**src/rtl/cla_8.sv**
```systemverilog
// cla_8: 8-bit two-level carry-lookahead adder slice with block generate/propagate.
// Latency: combinational by default; 1 cycle when CLA_8_OUTPUT_REG_EN is defined.
// Backpressure: none; a new operand set is accepted every cycle (or every input change).
//
// Optional feature macro: CLA_8_OUTPUT_REG_EN (registers S/G/P, sync active-high reset to 0).
//
// Ports:
//   clk    - clock, only used with the output register stage
//   reset  - synchronous active-high reset, only used with the output register stage
//   A, B   - 8-bit operands
//   Cin    - carry into bit 0
//   S      - (A + B + Cin) mod 256
//   G, P   - block generate / propagate for a higher-level lookahead unit
module cla_8 (
  input  logic       clk,
  input  logic       reset,
  input  logic [7:0] A,
  input  logic [7:0] B,
  input  logic       Cin,
  output logic [7:0] S,
  output logic       G,
  output logic       P
);

  // 4-bit lookahead group. Returns {pg, gg, c3, c2, c1, c0}, where c0 is the
  // group carry-in. Each carry is a flat sum of products of the group's g/p
  // and its carry-in, so no carry depends on another inside the group.
  function automatic logic [5:0] cla4(input logic [3:0] g,
                                      input logic [3:0] p,
                                      input logic       ci);
    logic c1, c2, c3, gg, pg;
    c1 = g[0] | (p[0] & ci);
    c2 = g[1] | (p[1] & g[0]) | (p[1] & p[0] & ci);
    c3 = g[2] | (p[2] & g[1]) | (p[2] & p[1] & g[0]) | (p[2] & p[1] & p[0] & ci);
    gg = g[3] | (p[3] & g[2]) | (p[3] & p[2] & g[1]) | (p[3] & p[2] & p[1] & g[0]);
    pg = &p;
    return {pg, gg, c3, c2, c1, ci};
  endfunction

  logic [7:0] g_bit;
  logic [7:0] p_bit;
  logic [5:0] grp_l;
  logic [5:0] grp_h;
  logic       c4;
  logic [7:0] carry;
  logic [7:0] s_comb;
  logic       g_comb;
  logic       p_comb;

  // XOR propagate doubles as the half-sum for each bit.
  assign g_bit = A & B;
  assign p_bit = A ^ B;

  assign grp_l = cla4(g_bit[3:0], p_bit[3:0], Cin);

  // Second-level lookahead: the high group's carry-in comes from the low
  // group's GG/PG, not from its internal c3.
  assign c4    = grp_l[4] | (grp_l[5] & Cin);
  assign grp_h = cla4(g_bit[7:4], p_bit[7:4], c4);

  assign carry  = {grp_h[3:0], grp_l[3:0]};
  assign s_comb = p_bit ^ carry;
  assign g_comb = grp_h[4] | (grp_h[5] & grp_l[4]);
  assign p_comb = grp_h[5] & grp_l[5];

`ifdef CLA_8_OUTPUT_REG_EN
  logic [7:0] s_q, s_d;
  logic       g_q, g_d;
  logic       p_q, p_d;

  assign s_d = s_comb;
  assign g_d = g_comb;
  assign p_d = p_comb;

  // Reset wins over the operands captured on the same edge.
  always_ff @(posedge clk) begin
    if (reset) begin
      s_q <= 8'h00;
      g_q <= 1'b0;
      p_q <= 1'b0;
    end else begin
      s_q <= s_d;
      g_q <= g_d;
      p_q <= p_d;
    end
  end

  assign S = s_q;
  assign G = g_q;
  assign P = p_q;
`else
  // clk/reset stay in the port list so both builds share one footprint.
  logic unused_clk_reset;
  assign unused_clk_reset = clk ^ reset;

  assign S = s_comb;
  assign G = g_comb;
  assign P = p_comb;
`endif

endmodule

```
**config.mk**
```make
export PLATFORM = sky130hd
export DESIGN_NAME = cla_8
export DESIGN_NICKNAME = d
export VERILOG_FILES = /design/src/rtl/cla_8.sv
export SDC_FILE = /design/constraint.sdc
export NUM_CORES = 1
export LEC_CHECK = 0
export CAP_MARGIN = 20
export CORE_AREA = 2 2 39 41
export DETAILED_ROUTE_END_ITERATION = 8
export DIE_AREA = 0 0 41 43
export PLACE_DENSITY = 0.69
export SLEW_MARGIN = 20
export SYNTH_ARGS = -nofsm -noshare
export SYNTH_HDL_FRONTEND = slang
export SYNTH_SLANG_ARGS = --single-unit
```
**constraint.sdc**
```tcl
create_clock -name vclk -period 6.9
set_input_delay 1.38 -clock vclk [all_inputs]
set_output_delay 1.38 -clock vclk [all_outputs]
set_load 0.05 [all_outputs]
```
Yosys cells after proc, flatten, opt, wreduce, memory -nomap -nowiden
Index checks and enable logic that the tools add are counted.
{"block": "totals", "register_bits": 0, "latch_bits": 0, "ramBits": 0, "mem_bits_ro": 0, "input_bits": 19, "out_inout_bits": 10, "wordCells": 56, "n_memories": 0}
{"block": "op_classes", "add_sub_neg": 0, "multipliers": 0, "div_mod_pow": 0, "magnitude_cmp": 0, "eq_ne": 0, "shift": 0, "mux": 0, "n_bitwise": 54, "reduce_logical": 2}
{"operator": "$and A1 B1 Y1", "count": 31}
{"operator": "$or A1 B1 Y1", "count": 20}
{"operator": "$xor A8 B8 Y8", "count": 2}
{"operator": "$and A8 B8 Y8", "count": 1}
{"operator": "$reduce_and A4 Y1", "count": 2}

Logic depth before layout (Yosys ltp)
{"block": "depth", "word_depth": 9, "ltp_mapped": 6, "ltp_nobuf": 6}

Worst setup path before layout
Ideal clock, no wire load.
{"block": "synth_timing", "path_kind": "input to output", "from": "input port A[2]", "to": "output port S[5]", "arrival_ns": 3.436, "t_required_ns": 5.520, "setup_slack_ns": 2.084, "stages": 6, "n_path_buf": 0, "path_cell_list": "ha_1 a21oi_1 nor2b_1 a311o_1 fa_1 xor2_1"}
{"block": "synth_via", "elab_chain_cells": 9, "elab_cells_between_ends": 16, "classes_between": "bitwise: 15; reduce/logical: 1"}
{"element": "from (decl)", "line_no": "17", "text": "input logic [7:0] A,"}
{"element": "$and A8 B8 Y8 / $xor A8 B8 Y8 (equally long branches)", "line_no": "51, 52"}
{"element": "$and A1 B1 Y1", "line_no": "35", "text": "gg = g[3] | (p[3] & g[2]) | (p[3] & p[2] & g[1]) | (p[3] & p[2] & p[1] & g[0]);"}
{"element": "$or A1 B1 Y1 / $and A1 B1 Y1 (equally long branches) (2 in a row)", "line_no": "35"}
{"element": "$or A1 B1 Y1", "line_no": "35"}
{"element": "$or A1 B1 Y1 *", "line_no": "58", "text": "assign c4 = grp_l[4] | (grp_l[5] & Cin);"}
{"element": "$and A1 B1 Y1 *", "line_no": "32", "text": "c1 = g[0] | (p[0] & ci);"}
{"element": "$or A1 B1 Y1 *", "line_no": "32"}
{"element": "$xor A8 B8 Y8 *", "line_no": "62", "text": "assign s_comb = p_bit ^ carry;"}
{"element": "to (decl)", "line_no": "20", "text": "output logic [7:0] S,"}
Every way passes the cells marked *; elsewhere a longest branch is shown, timed or not.

Worst setup path after layout
{"block": "layout_timing", "from": "input port A[0]", "to": "output port S[5]"}
{"block": "layout_via", "elab_chain_cells": 7, "elab_cells_between_ends": 10, "classes_between": "bitwise: 9; reduce/logical: 1"}
{"element": "$xor A8 B8 Y8 / $and A8 B8 Y8 (equally long branches)", "line_no": "52, 51"}
{"element": "$reduce_and A4 Y1 / $and A1 B1 Y1 (equally long branches)", "line_no": "36, 35"}
{"element": "$and A1 B1 Y1 / $or A1 B1 Y1 (equally long branches)", "line_no": "58, 35"}
{"element": "$or A1 B1 Y1 *", "line_no": "58"}
{"element": "$and A1 B1 Y1 *", "line_no": "32"}
{"element": "$or A1 B1 Y1 *", "line_no": "32"}
{"element": "$xor A8 B8 Y8 *", "line_no": "62"}
Marked as above.

==> flow_summary.yaml <==
global_route:
  grt_pass1_wl_um: 1410
  gr-usage-met2: 0.203
  globalRoute.totalOverflow: 0
  grt_start_max_net_pins: 7
  global_route.peak_usage_layer: "met2"
  first_global_vias: 382
  grt_use_met1: 0.118
  globalRouteMet3Util: 0.0105
  grt_usage: 0.104
  initial_antenna_violation_count: 0
finish:
  flow.area_growth_from_synthesis_pct: 81.4
  drive_above_1_share: 0.0141
  nNetsFinal: 102
  register_area_um2: 0
  final.clkbuf_count: 0
  insertedDiodeCount: 0
  nFlopsAndLatches: 0
worst_hold_path:
  min_to: "S[0]"
  holdCritPathClass: "in -> out"
  timing.hold.worst_path_depth: 5
  timing.hold.worst.start: "Cin"
sta:
  max_freq_mhz: 181
  setup_total_negative_slack_ns: 0
  rsz0062_at_grt: "no"
  slew_violations: 0
  finalWorstPathRequiredPeriod_ns: 5.52
  worst_slew_pin_slew_ns: 0.503
  finalSetupViolations: 0
  relSlewSlack: 0.664
  timing.hold.ws_ns: 4.14
  hold_viol: 0
  timing.final.crit_share: 0.799
routing:
  postRouteWirelength_um: 832
  drcViolationCount: 0
  viasPerCell: 4.62
  vias: 402
  drtIter0Drc: 6
  drt-wirelength-per-cell_um: 9.56
  ant_nets: 0
  dr.pass1.iters: 2
synthesis:
  syn_nets: 73
  synth.avg_cell_area_um2: 8.10
  synth_cells: 44
  ys_types: 20
  syn-cell-area_um2: 357
  synth_sequential_area_ratio: 0
  ys_warn_count: 0
pwr:
  ir_drop_uv: 56.1
  power_per_cell_area_nw_per_um2: 155
  p_leak_uw: 0.000290
floorplan:
  floorplan.die.height_um: 43
  die_area_um2: 1760
  num_io_pins: 29
  placementRows: 14
  design.core.area_um2: 1380
  die_x_um: 41
  initial_utilization: 0.258
setup_path:
  worstPathMaxFanout: 3
  crit_type: "in -> out"
  worst-endpoint-required_ns: 5.52
  startpoint_type: "primary input"
  end_kind: "output port"
  cp.arrival_ns: 4.14
clock_tree:
  cts-resized-gates: 0
  cts_post_setup_buffers_inserted: 0
  postCtsHoldBufs: 0
place:
  gp_congestion: 0.697
  post-dp-hpwl_um: 749
  number_of_buffers_inserted_by_port_buffering: 27
outcome:
  run_status: "finished, final reports clean"
run:
  maxCapViolCount: 0
==> worst max-delay path by stage <==
stage	end	depth (start not counted)	start
2_1_floorplan	S[5]	6	A[2]
3_3_place_gp	S[5]	8	A[0]
5_1_grt	S[5]	8	A[0]
6_report	S[5]	8	A[0]
4_1_cts	S[5]	8	A[0]
3_5_place_dp	S[5]	8	A[2]
==> layer usage <==
metal | part of all wire | wire length [µm]
met2 | 0.49 | 408
met3 | 0.11 | 95
met1 | 0.40 | 329
met4 | 0 | 0
met5 | 0 | 0
==> layout by cell type (no fill, tap or decap), types with 2 or more instances in the layout <==
cell / netlist / final
clkdlybuf4s50_1: 0 / 27
ha_1: 8 / 8
xnor2_1: 5 / 5
inv_1: 4 / 4
a21oi_1: 4 / 4
a21o_1: 4 / 4
nor2b_1: 2 / 2
nor2_1: 2 / 2
nand3_1: 2 / 2
fa_1: 2 / 2
==> cell type report <==
| type | instances | area [µm²] |
|---|---|---|
| repair buffers | 27 | 270 |
| inverters | 4 | 15.0 |
| multi-input cells | 40 | 342 |
| well taps | 16 | 20.0 |
| fillers | 142 | 737 |
==> critical path: stages <==
cell and delay [ns]:
clkdlybuf4s50_1 0.43, ha_1 0.31, a21oi_1 0.14, nor2b_1 0.09
a311o_1 0.42, fa_1 0.40, xor2_1 0.14, clkdlybuf4s50_1 0.82
==> through the flow <==
| step | setup WS [ns] | util | power (µW) | std cells | cell area (µm²) |
|---|---|---|---|---|---|
| after floorplan | 2.08 | - | 67.2 | 44 | 357 |
| after global placement | 1.39 | 0.467 | 100 | 87 | 647 |
| after detailed placement | 1.40 | 0.467 | 101 | 87 | 647 |
| after CTS | 1.37 | 0.467 | 101 | 87 | 647 |
| after global routing | 1.24 | 0.467 | 108 | 87 | 647 |
| final | 1.38 | 0.467 | 100 | 87 | 647 |
==> cells in the mapped netlist, drive strengths merged <==
cell type  number  area, µm²
ha              8        100
o31ai           1       12.5
xnor2           5       43.8
fa              2       40.0
and3            1       6.26
a311o           1       10.0
nand2b          1       6.26
nor3            1       5.00
inv             4       15.0
xor2            1       8.76
a21oi           4       20.0
nor2            2       7.51
a21boi          1       7.51
nand2           1       3.75
nor2b           2       12.5
a21o            4       30.0
o21ai           2       10.0
o21a            1       7.51
nand3           2       10.0
==> power breakdown <==
part / internal, µW / switching [µW]
Sequential: 0 / 0
Combinational: 40.9 / 59.2
Clock: 0 / 0
Total: 40.9 / 59.2
==> cells by family (layout without fill, tap and decap cells) <==
group,after synthesis,after routing,share of synthesized area
simple gates,10,10,0.144
fa+ha+maj,10,10,0.393
buf+inv,4,31,0.0421
compound gates,14,14,0.274
xor+xnor,6,6,0.147
No activity file was read; power rests on OpenSTA's default activity.
